==> src/rtl/parse_pkg.sv <==
// -----------------------------------------------------------------------------
// parse_pkg
// Shared defaults for the instruction parse queue and the layer control FSM:
// field widths, queue depth, the number of legal opcodes and the opcode
// enumeration. Both blocks import this package so that they agree on the
// meaning of every opcode value.
// -----------------------------------------------------------------------------
package parse_pkg;

    // Default field widths of a packed instruction code {op, a, b}
    localparam int OP_SIZE_D      = 4;
    localparam int PARAM_A_SIZE_D = 4;
    localparam int PARAM_B_SIZE_D = 4;

    // Default queue depth (power of two) and count of legal opcodes
    localparam int DEPTH_D   = 4;
    localparam int NUM_OPS_D = 8;

    // Opcode enumeration shared with the layer control FSM
    localparam logic [OP_SIZE_D-1:0] OP_NOP   = 4'd0;
    localparam logic [OP_SIZE_D-1:0] OP_LOAD  = 4'd1;
    localparam logic [OP_SIZE_D-1:0] OP_STORE = 4'd2;
    localparam logic [OP_SIZE_D-1:0] OP_DENSE = 4'd3;
    localparam logic [OP_SIZE_D-1:0] OP_ACT   = 4'd4;
    localparam logic [OP_SIZE_D-1:0] OP_POOL  = 4'd5;
    localparam logic [OP_SIZE_D-1:0] OP_COST  = 4'd6;
    localparam logic [OP_SIZE_D-1:0] OP_HALT  = 4'd7;

endpackage

==> src/rtl/code_fifo.sv <==
// -----------------------------------------------------------------------------
// code_fifo
// Synchronous FIFO holding packed instruction codes.
// Pointers are $clog2(DEPTH) bits and wrap naturally (DEPTH is a power of
// two); a separate level counter one bit wider tells full from empty.
// Ports:
//   clk, reset       rising-edge clock, synchronous active-high reset
//   flush            empties the FIFO at the edge; a push in that cycle is lost
//   push, wdata      write request and data (ignored when full)
//   pop              read request (ignored when empty)
//   rdata            head entry (valid when !empty)
//   level            number of stored entries
//   full, empty      occupancy flags derived from level
// -----------------------------------------------------------------------------
module code_fifo #(
    parameter int WIDTH = 12,
    parameter int DEPTH = 4,
    localparam int PW = $clog2(DEPTH),
    localparam int LW = PW + 1
) (
    input  logic             clk,
    input  logic             reset,
    input  logic             flush,
    input  logic             push,
    input  logic [WIDTH-1:0] wdata,
    input  logic             pop,
    output logic [WIDTH-1:0] rdata,
    output logic [LW-1:0]    level,
    output logic             full,
    output logic             empty
);

    localparam logic [LW-1:0] FULL_LVL = LW'(DEPTH);
    localparam logic [LW-1:0] LVL_ONE  = LW'(1);
    localparam logic [PW-1:0] PTR_ONE  = PW'(1);

    logic [WIDTH-1:0] mem_r [DEPTH];
    logic [PW-1:0]    wr_ptr_r;
    logic [PW-1:0]    rd_ptr_r;
    logic [LW-1:0]    level_r;
    logic             do_push_s;
    logic             do_pop_s;

    assign full      = (level_r == FULL_LVL);
    assign empty     = (level_r == '0);
    assign level     = level_r;
    assign rdata     = mem_r[rd_ptr_r];
    assign do_push_s = push && !full && !flush && !reset;
    assign do_pop_s  = pop && !empty && !flush && !reset;

    // Pointer and occupancy bookkeeping
    always_ff @(posedge clk) begin
        if (reset || flush) begin
            wr_ptr_r <= '0;
            rd_ptr_r <= '0;
            level_r  <= '0;
        end else begin
            if (do_push_s) begin
                wr_ptr_r <= wr_ptr_r + PTR_ONE;
            end
            if (do_pop_s) begin
                rd_ptr_r <= rd_ptr_r + PTR_ONE;
            end
            case ({do_push_s, do_pop_s})
                2'b10:   level_r <= level_r + LVL_ONE;
                2'b01:   level_r <= level_r - LVL_ONE;
                default: level_r <= level_r;
            endcase
        end
    end

    // Entry storage; contents need no reset because level gates every read
    always_ff @(posedge clk) begin
        if (do_push_s) begin
            mem_r[wr_ptr_r] <= wdata;
        end
    end

endmodule

==> src/rtl/parse_queue.sv <==
// -----------------------------------------------------------------------------
// parse_queue
// Buffers packed instruction codes from the sequencer in a DEPTH-entry FIFO
// and presents the head, split into its fields, from a registered output stage
// to the datapath controller. The queue is never bypassed, so a code pushed at
// one edge is presented after the following edge at the earliest.
// Ports:
//   clk, reset            rising-edge clock, synchronous active-high reset
//   flush                 drops the queue contents and the output stage
//   in_code/in_valid/in_ready   push handshake ({op, a, b})
//   op/act_type/dense_type/cost_type   decoded fields of the presented code
//   op_onehot             bit[op] set for a legal opcode, zero otherwise
//   illegal               presented opcode is >= NUM_OPS
//   out_valid/out_ready   output handshake
//   level                 FIFO occupancy, excluding the output stage
//   err_sticky            an illegal opcode was presented since reset/flush
// -----------------------------------------------------------------------------
module parse_queue
    import parse_pkg::*;
#(
    parameter int OP_SIZE      = OP_SIZE_D,
    parameter int PARAM_A_SIZE = PARAM_A_SIZE_D,
    parameter int PARAM_B_SIZE = PARAM_B_SIZE_D,
    parameter int DEPTH        = DEPTH_D,
    parameter int NUM_OPS      = NUM_OPS_D,
    localparam int CW   = OP_SIZE + PARAM_A_SIZE + PARAM_B_SIZE,
    localparam int AB   = PARAM_A_SIZE + PARAM_B_SIZE,
    localparam int LW   = $clog2(DEPTH) + 1,
    localparam int OH_W = 2 ** OP_SIZE
) (
    input  logic                    clk,
    input  logic                    reset,
    input  logic                    flush,
    input  logic [CW-1:0]           in_code,
    input  logic                    in_valid,
    output logic                    in_ready,
    output logic [OP_SIZE-1:0]      op,
    output logic [PARAM_A_SIZE-1:0] act_type,
    output logic [PARAM_B_SIZE-1:0] dense_type,
    output logic [AB-1:0]           cost_type,
    output logic [OH_W-1:0]         op_onehot,
    output logic                    illegal,
    output logic                    out_valid,
    input  logic                    out_ready,
    output logic [LW-1:0]           level,
    output logic                    err_sticky
);

    // One extra bit so NUM_OPS == 2**OP_SIZE is representable
    localparam logic [OP_SIZE:0] NUM_OPS_L = (OP_SIZE + 1)'(NUM_OPS);

    logic [CW-1:0]           head_code_s;
    logic                    fifo_full_s;
    logic                    fifo_empty_s;
    logic                    push_s;
    logic                    load_s;
    logic [OP_SIZE-1:0]      head_op_s;
    logic [PARAM_A_SIZE-1:0] head_a_s;
    logic [PARAM_B_SIZE-1:0] head_b_s;
    logic                    head_illegal_s;
    logic [OH_W-1:0]         head_onehot_s;

    logic [OP_SIZE-1:0]      op_r;
    logic [PARAM_A_SIZE-1:0] act_type_r;
    logic [PARAM_B_SIZE-1:0] dense_type_r;
    logic [AB-1:0]           cost_type_r;
    logic [OH_W-1:0]         op_onehot_r;
    logic                    illegal_r;
    logic                    out_valid_r;
    logic                    err_sticky_r;

    // in_ready depends only on stored occupancy, never on out_ready
    assign in_ready = !fifo_full_s;
    assign push_s   = in_valid && !fifo_full_s;
    // Refill the output stage whenever it is empty or being consumed
    assign load_s   = !fifo_empty_s && (!out_valid_r || out_ready) && !flush;

    code_fifo #(
        .WIDTH (CW),
        .DEPTH (DEPTH)
    ) u_code_fifo (
        .clk   (clk),
        .reset (reset),
        .flush (flush),
        .push  (push_s),
        .wdata (in_code),
        .pop   (load_s),
        .rdata (head_code_s),
        .level (level),
        .full  (fifo_full_s),
        .empty (fifo_empty_s)
    );

    assign head_op_s = head_code_s[CW-1 -: OP_SIZE];
    assign head_a_s  = head_code_s[AB-1 -: PARAM_A_SIZE];
    assign head_b_s  = head_code_s[PARAM_B_SIZE-1:0];

    // Legality check and one-hot opcode of the FIFO head
    always_comb begin
        head_illegal_s = ({1'b0, head_op_s} >= NUM_OPS_L);
        head_onehot_s  = '0;
        if (!head_illegal_s) begin
            head_onehot_s[head_op_s] = 1'b1;
        end else begin
            head_onehot_s = '0;
        end
    end

    // Output stage: loads from the head, holds fields while not refilled
    always_ff @(posedge clk) begin
        if (reset) begin
            op_r         <= '0;
            act_type_r   <= '0;
            dense_type_r <= '0;
            cost_type_r  <= '0;
            op_onehot_r  <= '0;
            illegal_r    <= 1'b0;
            out_valid_r  <= 1'b0;
            err_sticky_r <= 1'b0;
        end else if (flush) begin
            out_valid_r  <= 1'b0;
            err_sticky_r <= 1'b0;
        end else if (load_s) begin
            op_r         <= head_op_s;
            act_type_r   <= head_a_s;
            dense_type_r <= head_b_s;
            cost_type_r  <= head_code_s[AB-1:0];
            op_onehot_r  <= head_onehot_s;
            illegal_r    <= head_illegal_s;
            out_valid_r  <= 1'b1;
            err_sticky_r <= err_sticky_r || head_illegal_s;
        end else if (out_valid_r && out_ready) begin
            out_valid_r  <= 1'b0;
        end
    end

    assign op         = op_r;
    assign act_type   = act_type_r;
    assign dense_type = dense_type_r;
    assign cost_type  = cost_type_r;
    assign op_onehot  = op_onehot_r;
    assign illegal    = illegal_r;
    assign out_valid  = out_valid_r;
    assign err_sticky = err_sticky_r;

endmodule

==> config.mk <==
export PLATFORM = sky130hd
export DESIGN_NAME = parse_queue
export DESIGN_NICKNAME = d
export VERILOG_FILES = /design/src/rtl/parse_pkg.sv /design/src/rtl/code_fifo.sv /design/src/rtl/parse_queue.sv
export SDC_FILE = /design/constraint.sdc
export NUM_CORES = 1
export LEC_CHECK = 0
export ABC_AREA = 0
export CAP_MARGIN = 40
export CORE_MARGIN = 8
export CORE_UTILIZATION = 25
export DETAILED_ROUTE_END_ITERATION = 10
export GPL_ROUTABILITY_DRIVEN = 0
export MAX_ROUTING_LAYER = met4
export PLACE_DENSITY = 0.47
export SKIP_CTS_REPAIR_TIMING = 1
export SLEW_MARGIN = 0
export SYNTH_ARGS = -nofsm -noshare
export SYNTH_HDL_FRONTEND = slang
export SYNTH_HIERARCHICAL = 1
export SYNTH_SLANG_ARGS = --single-unit
==> constraint.sdc <==
create_clock -name clk -period 2.8 [get_ports clk]
set_clock_uncertainty 0.15 [all_clocks]
set_input_delay 0.56 -clock clk [delete_from_list [all_inputs] [get_ports clk]]
set_output_delay 0.56 -clock clk [all_outputs]
set_load 0.01 [all_outputs]
* Word-level counts from Yosys, hierarchy flattened
Memory sizes are Yosys's and may differ from the RTL's. A register that Yosys moved wholly into a read port is not among the register bits.
Cells that the tools add are included.
** Storage, ports and cells
- Bits in read-only memories :: 0
- Latch bits :: 0
- Output and inout port bits :: 43
- Flip-flop bits (word level) :: 46
- Memories kept :: 1
- Memory bits (writable) :: 48
** Memories
- u_code_fifo.mem_r :: words 4, width 12, rd ports 1, clocked after memory_dff 1, write ports 1, line code_fifo.sv:37 : logic [WIDTH-1:0] mem_r [DEPTH];
** Cells by class
- Bitwise operators :: 1
- Reduce and logical (&&, ||, !) cells :: 24
- Add/subtract/negate cells :: 4
- Shift operators :: 0
- Equality and inequality tests :: 3
- Multipliers :: 0
- Multiplexer cells :: 10
- $lt $le $gt $ge :: 3
- Div/mod/pow operators :: 0
** Operators by type and width (number)
- 2-to-1 mux 16 bit :: 1
- logical AND 1 bit :: 11
- case mux 3 bit (2 select lines) :: 1
- logical NOT 1 bit :: 5
- < comparator 4 x 5 -> 1 bit, second input constant :: 1
- 2-to-1 mux 1 bit :: 5
- adder 2 x 1 -> 2 bit, second input constant :: 2
- demux 1 bit (select 4 bit) :: 1
- >= comparator 4 x 1 -> 1 bit, second input constant :: 1
- >= comparator 4 bit, second input constant :: 1
- 2-to-1 mux 2 bit :: 2
- nonzero test 2 bit :: 2
- adder 3 x 1 -> 3 bit, second input constant :: 1
- equality test 3 bit, second input constant :: 1
- logical NOT 3 bit :: 1
- logical OR 1 bit :: 3
- subtractor 3 x 1 -> 3 bit, second input constant :: 1
- equality test 2 x 1 -> 1 bit, second input constant :: 1
- equality test 2 bit, second input constant :: 1
- AND reduction 2 bit :: 1
- OR reduction 2 bit :: 1
- inverter 1 bit :: 1

* Longest topological paths before layout
- Word-level depth :: 9
- Mapped depth :: 12
- Gate-level depth less buffers :: 11

* Cells and area by module
The synthesis kept the hierarchy.
** Modules (own cells, without submodules)
- code_fifo :: seq. area each 1621.6 sq um, cells each 116, area each 2213.4 sq um, instances 1
- parse_queue :: seq. area each 620.6 sq um, cells each 136, area each 1321.3 sq um, instances 1

* Worst setup path after synthesis
OpenSTA, ideal clock, no wires.
- Path kind :: reg2reg
- Start point :: register u_code_fifo.level_r[0], in the netlist u_code_fifo/level[0]
- End point :: register u_code_fifo.level_r[2], in the netlist u_code_fifo/level[2]
- Path slack :: 48 ps
- Arrival :: 2532 ps
- Stages on the path, launching flop included :: 13
- Required time :: 2579 ps
- Cell sequence :: dfxtp_1 > nor3_1 > or2_4 > buf_6 > nor2_1 > o31ai_1 > nor2_1 > ha_1 > inv_1 > fa_1 > xor2_1 > or3_2 > a21oi_1
** On the way
- Longest elaborated chain between the ends :: 9
- Elaborated cells between the ends (all ways) :: 19
** RTL lines
- start, declared :: line code_fifo.sv:40 : logic [LW-1:0] level_r;
- start signal, assigned :: line code_fifo.sv:65 : 2'b10: level_r <= level_r + LVL_ONE;
- start signal, assigned :: line code_fifo.sv:66 : 2'b01: level_r <= level_r - LVL_ONE;
- start signal, assigned :: line code_fifo.sv:67 : default: level_r <= level_r;
- logical NOT 3 bit (*) :: line code_fifo.sv:45 : assign empty = (level_r == '0);
- named net fifo_empty_s :: line parse_queue.sv:54 : logic fifo_empty_s;
- logical NOT 1 bit (*) :: line parse_queue.sv:76 : assign load_s = !fifo_empty_s && (!out_valid_r || out_ready) && !flush;
- logical AND 1 bit (*) (2 in series) :: line parse_queue.sv:76
- named net load_s :: line parse_queue.sv:56 : logic load_s;
- logical AND 1 bit (*) (3 in series) :: line code_fifo.sv:49 : assign do_pop_s = pop && !empty && !flush && !reset;
- named net u_code_fifo.do_pop_s :: line code_fifo.sv:42 : logic do_pop_s;
- equality test 2 x 1 -> 1 bit or equality test 2 bit (tied branches) :: line code_fifo.sv:64 : case ({do_push_s, do_pop_s})
- case mux 3 bit (2 select lines) or nonzero test 2 bit (tied branches)
The timed path passes the listed nets; every way through them passes the cells marked *.
A chain may end at the register's enable or synchronous reset.

* Worst setup path after layout
- Start point :: register u_code_fifo.level_r[2], in the netlist u_code_fifo/level[2]
- End point :: register u_code_fifo.level_r[2], in the netlist u_code_fifo/level[2]
** On the way
- Elaborated cells between the ends (all ways) :: 19
** RTL lines
- equality test 3 bit (*) :: line code_fifo.sv:44 : assign full = (level_r == FULL_LVL);
- named net fifo_full_s :: line parse_queue.sv:53 : logic fifo_full_s;
- logical NOT 1 bit (*) :: line parse_queue.sv:74 : assign push_s = in_valid && !fifo_full_s;
- logical AND 1 bit (*) :: line parse_queue.sv:74
- named net push_s :: line parse_queue.sv:55 : logic push_s;
- logical AND 1 bit (*) (3 in series) :: line code_fifo.sv:48 : assign do_push_s = push && !full && !flush && !reset;
- equality test 2 x 1 -> 1 bit or equality test 2 bit (tied branches) :: line code_fifo.sv:64
- case mux 3 bit (2 select lines) or nonzero test 2 bit (tied branches)
Marked as above.

==> reports/results.txt <==
Min-Delay Path Class - flip-flop to flip-flop
Mapped Cells - 252
Fillcell total - 1354
Io pins - 60
Most common cell in the netlist - edfxtp_1
Top_reg_cell synth - edfxtp_1
First-pass GRT wire length - 12400 um
Area of the multi-input gates - 0.00113 mm^2
Clock Latency Late Sink - 0.33 ns
Rows - 43
Layout cells sized above 1 - 25.8%
Area growth from synthesis to layout - 32.6%
Sequential element share of the synthesized area - 63.4%
Worst-path clk slew - 0.07 ns
Syn Area/Cell - 14.0 um^2
Largest net degree at the start of global routing - 25
Relative slew slack - 58.5%
Die Y - 135 um
Sequential Area - 0.00225 mm^2
CTS tree - done
Clock Path Buffers - 2
Crit path buffers/inverters - 2
Fin. max-slew vios - 0
CP Max Fanout - 7
Crit-path max cell delay - 0.42 ns
CP max stage cell - or3b_4
RSZ-0062 raised after global routing - no
CP cell instances - or3b_4, inv_1, nor2b_1, and2_4, nand2_1, ha_2, inv_1, fa_2, xor2_1, or3_2, a21oi_2
Period utilization - 94.2%
Status - complete, no violations
Drt drc - 0
Async SR Flop Fraction - 0%
PwrDens - 583 mW/mm^2
Post-Layout Inst Area - 0.00469 mm^2
Syn_nets - 275
Number of flops mapped to enable cells by yosys - 48
Yosys cell types - 40
Most used cell, CP - inv_1
GRT Total Usage - 9.07%
Vias - 2209
Core area - 0.0138 mm^2
Final core occ - 33.9%
CP delay by family, top - simple AND/OR/NAND/NOR gates
Post-synth top cells - edfxtp_1 (48), dfxtp_1 (40), a21oi_1 (15), nand3_1 (13), mux4_2 (12)
WS Path Type - flip-flop to flip-flop
Die Span X - 135 um
Top cells by area, synth - edfxtp_1 (41%), dfxtp_1 (23%), mux4_2 (7.6%)
Synth top area share - 40.8%
Final setup violation count - 0
Max-cap violations - 0
Number of global-route vias before repair - 2279
CP startpoint kind - flip-flop
Placed Area - 0.00434 mm^2
Hold WS - 0.311 ns
Leading area contributor after synthesis - edfxtp_1
CP arrival - 2.76 ns
Pleak - 1.54 nW
Number of warnings issued by yosys - 6
Fin nets - 344
TritonCTS Buffers - 9
Worst VDD drop - 0.000267 V
Hold Vio Cnt, Final - 0
CP required - 2.92 ns
Clk sink count - 88
1st-pass router iterations - 4
Critical path capture point type - flip-flop
Initial Util - 25.6%
F_max - 0.379 GHz
Avg WL per Cell - 15.4 um
CTS H-Tree Depth - 3
Initial antenna violation count - 1
# port buffers - 59
GRT Residual Overflow - 0
Seq cells post-synth - 88
Die area - 0.0182 mm^2
Mapped Area - 0.00353 mm^2
Root Driver - clkbuf_16
Routed WL - 7810 um
Final antenna-violating net count - 0
Vias per cell - 4.36
DR iter-0 viols - 102
Worst Max-Slew Pin Slew - 0.622 ns
Final HPWL DP - 5420 um
Total power - 2.73 mW
Tmin final - 2.64 ns
## sequential cells by signal, indices dropped and copies added, names as in the netlist, 2 cells and up, named ones only
name,flops
op_onehot,16
u_code_fifo/mem_r,48
op,4
u_code_fifo/rd_ptr_r,2
act_type,4
dense_type,3
u_code_fifo/level,3
u_code_fifo/wr_ptr_r,2
## cells by family (layout without fill, tap and decap cells)
| kind of cell | count (synthesis) | after routing | synth area share (%) |
|---|---|---|---|
| AOI/OAI and AO/OA | 53 | 53 | 10.2 |
| xor gates and xnor gates | 4 | 4 | 0.991 |
| adders and majority gates | 6 | 6 | 2.34 |
| buffers and inverters | 28 | 102 | 5.31 |
| DFF | 88 | 88 | 63.4 |
| muxes | 12 | 12 | 7.65 |
| other | 0 | 1 | 0 |
| and+or+nand+nor | 61 | 61 | 10.1 |
## metrics by stage
stage | setup slack (ns) | TNS, ns | std cells
after global placement | -0.277 | -0.277 | 490
after global routing | 0.0226 | 0 | 507
after floorplan | 0.0480 | 0 | 252
after CTS | -0.00620 | -0.00620 | 506
after detailed placement | -0.339 | -0.339 | 490
final | 0.162 | 0 | 507
## worst paths after layout
path / start / endpoint / slack, ns / depth (start not counted)
min: op_onehot[14] / op_onehot[14] / 0.31 / 1
min reg2reg: op_onehot[14] / op_onehot[14] / 0.31 / 1
max: u_code_fifo/level[2] / u_code_fifo/level[2] / 0.16 / 11
max reg2reg: u_code_fifo/level[2] / u_code_fifo/level[2] / 0.16 / 11
## per-layer routing
| layer | share of wire (%) | global-route usage [%] | routed length (um) |
|---|---|---|---|
| met1 | 45 | 10.8 | 3480 |
| met2 | 48 | 14.2 | 3710 |
| met3 | 6.6 | 3.01 | 515 |
| met4 | 1.2 | 2.81 | 92 |
| met5 | 0 | - | 0 |
## final cells by class
class / instances / area share (%)
tap: 180 / 4.81
antenna: 1 / 0.0534
sequential: 88 / 47.9
multi-input combinational: 136 / 24.0
clock buffer: 9 / 4.81
timing repair buffer: 79 / 15.9
clock inverter: 7 / 1.92
inverter: 7 / 0.561
## worst reg2reg max path, delay by kind of cell (launching register included)
kind | cells | cell delay, ns
and+or+nand+nor | 5 | 1.10
xor gates and xnor gates | 1 | 0.15
AOI/OAI and AO/OA | 1 | 0.13
adders and majority gates | 2 | 0.50
buffers and inverters | 2 | 0.14
DFF | 1 | 0.39
## layout by cell type (no fill, tap or decap), drive strengths merged
cell	Yosys	final
clkdlybuf4s50	0	57
edfxtp	48	48
dfxtp	40	40
a21oi	25	25
o21ai	22	22
buf	19	20
nand3	13	13
inv	7	13
mux4	12	12
nor2	12	12
and2	10	10
nand4	9	9
clkbuf	2	9
ha	5	5
nor2b	4	4
and3	4	4
xor2	4	4
nor3	2	2
dlymetal6s2s	0	2
o31ai	2	2
or2	2	2
diode	0	1
and2b	1	1
nand2b	1	1
a211oi	1	1
a31oi	1	1
bufinv	0	1
or3b	1	1
nand2	1	1
a21o	1	1
o311ai	1	1
or3	1	1
fa	1	1
## where the power goes
part / total, mW / switching [mW] / internal (mW)
Clock: 1.26 / 0.538 / 0.720
Sequential: 1.37 / 0.00445 / 1.37
Combinational: 0.100 / 0.0507 / 0.0494
(Power assumes the default switching activity.)
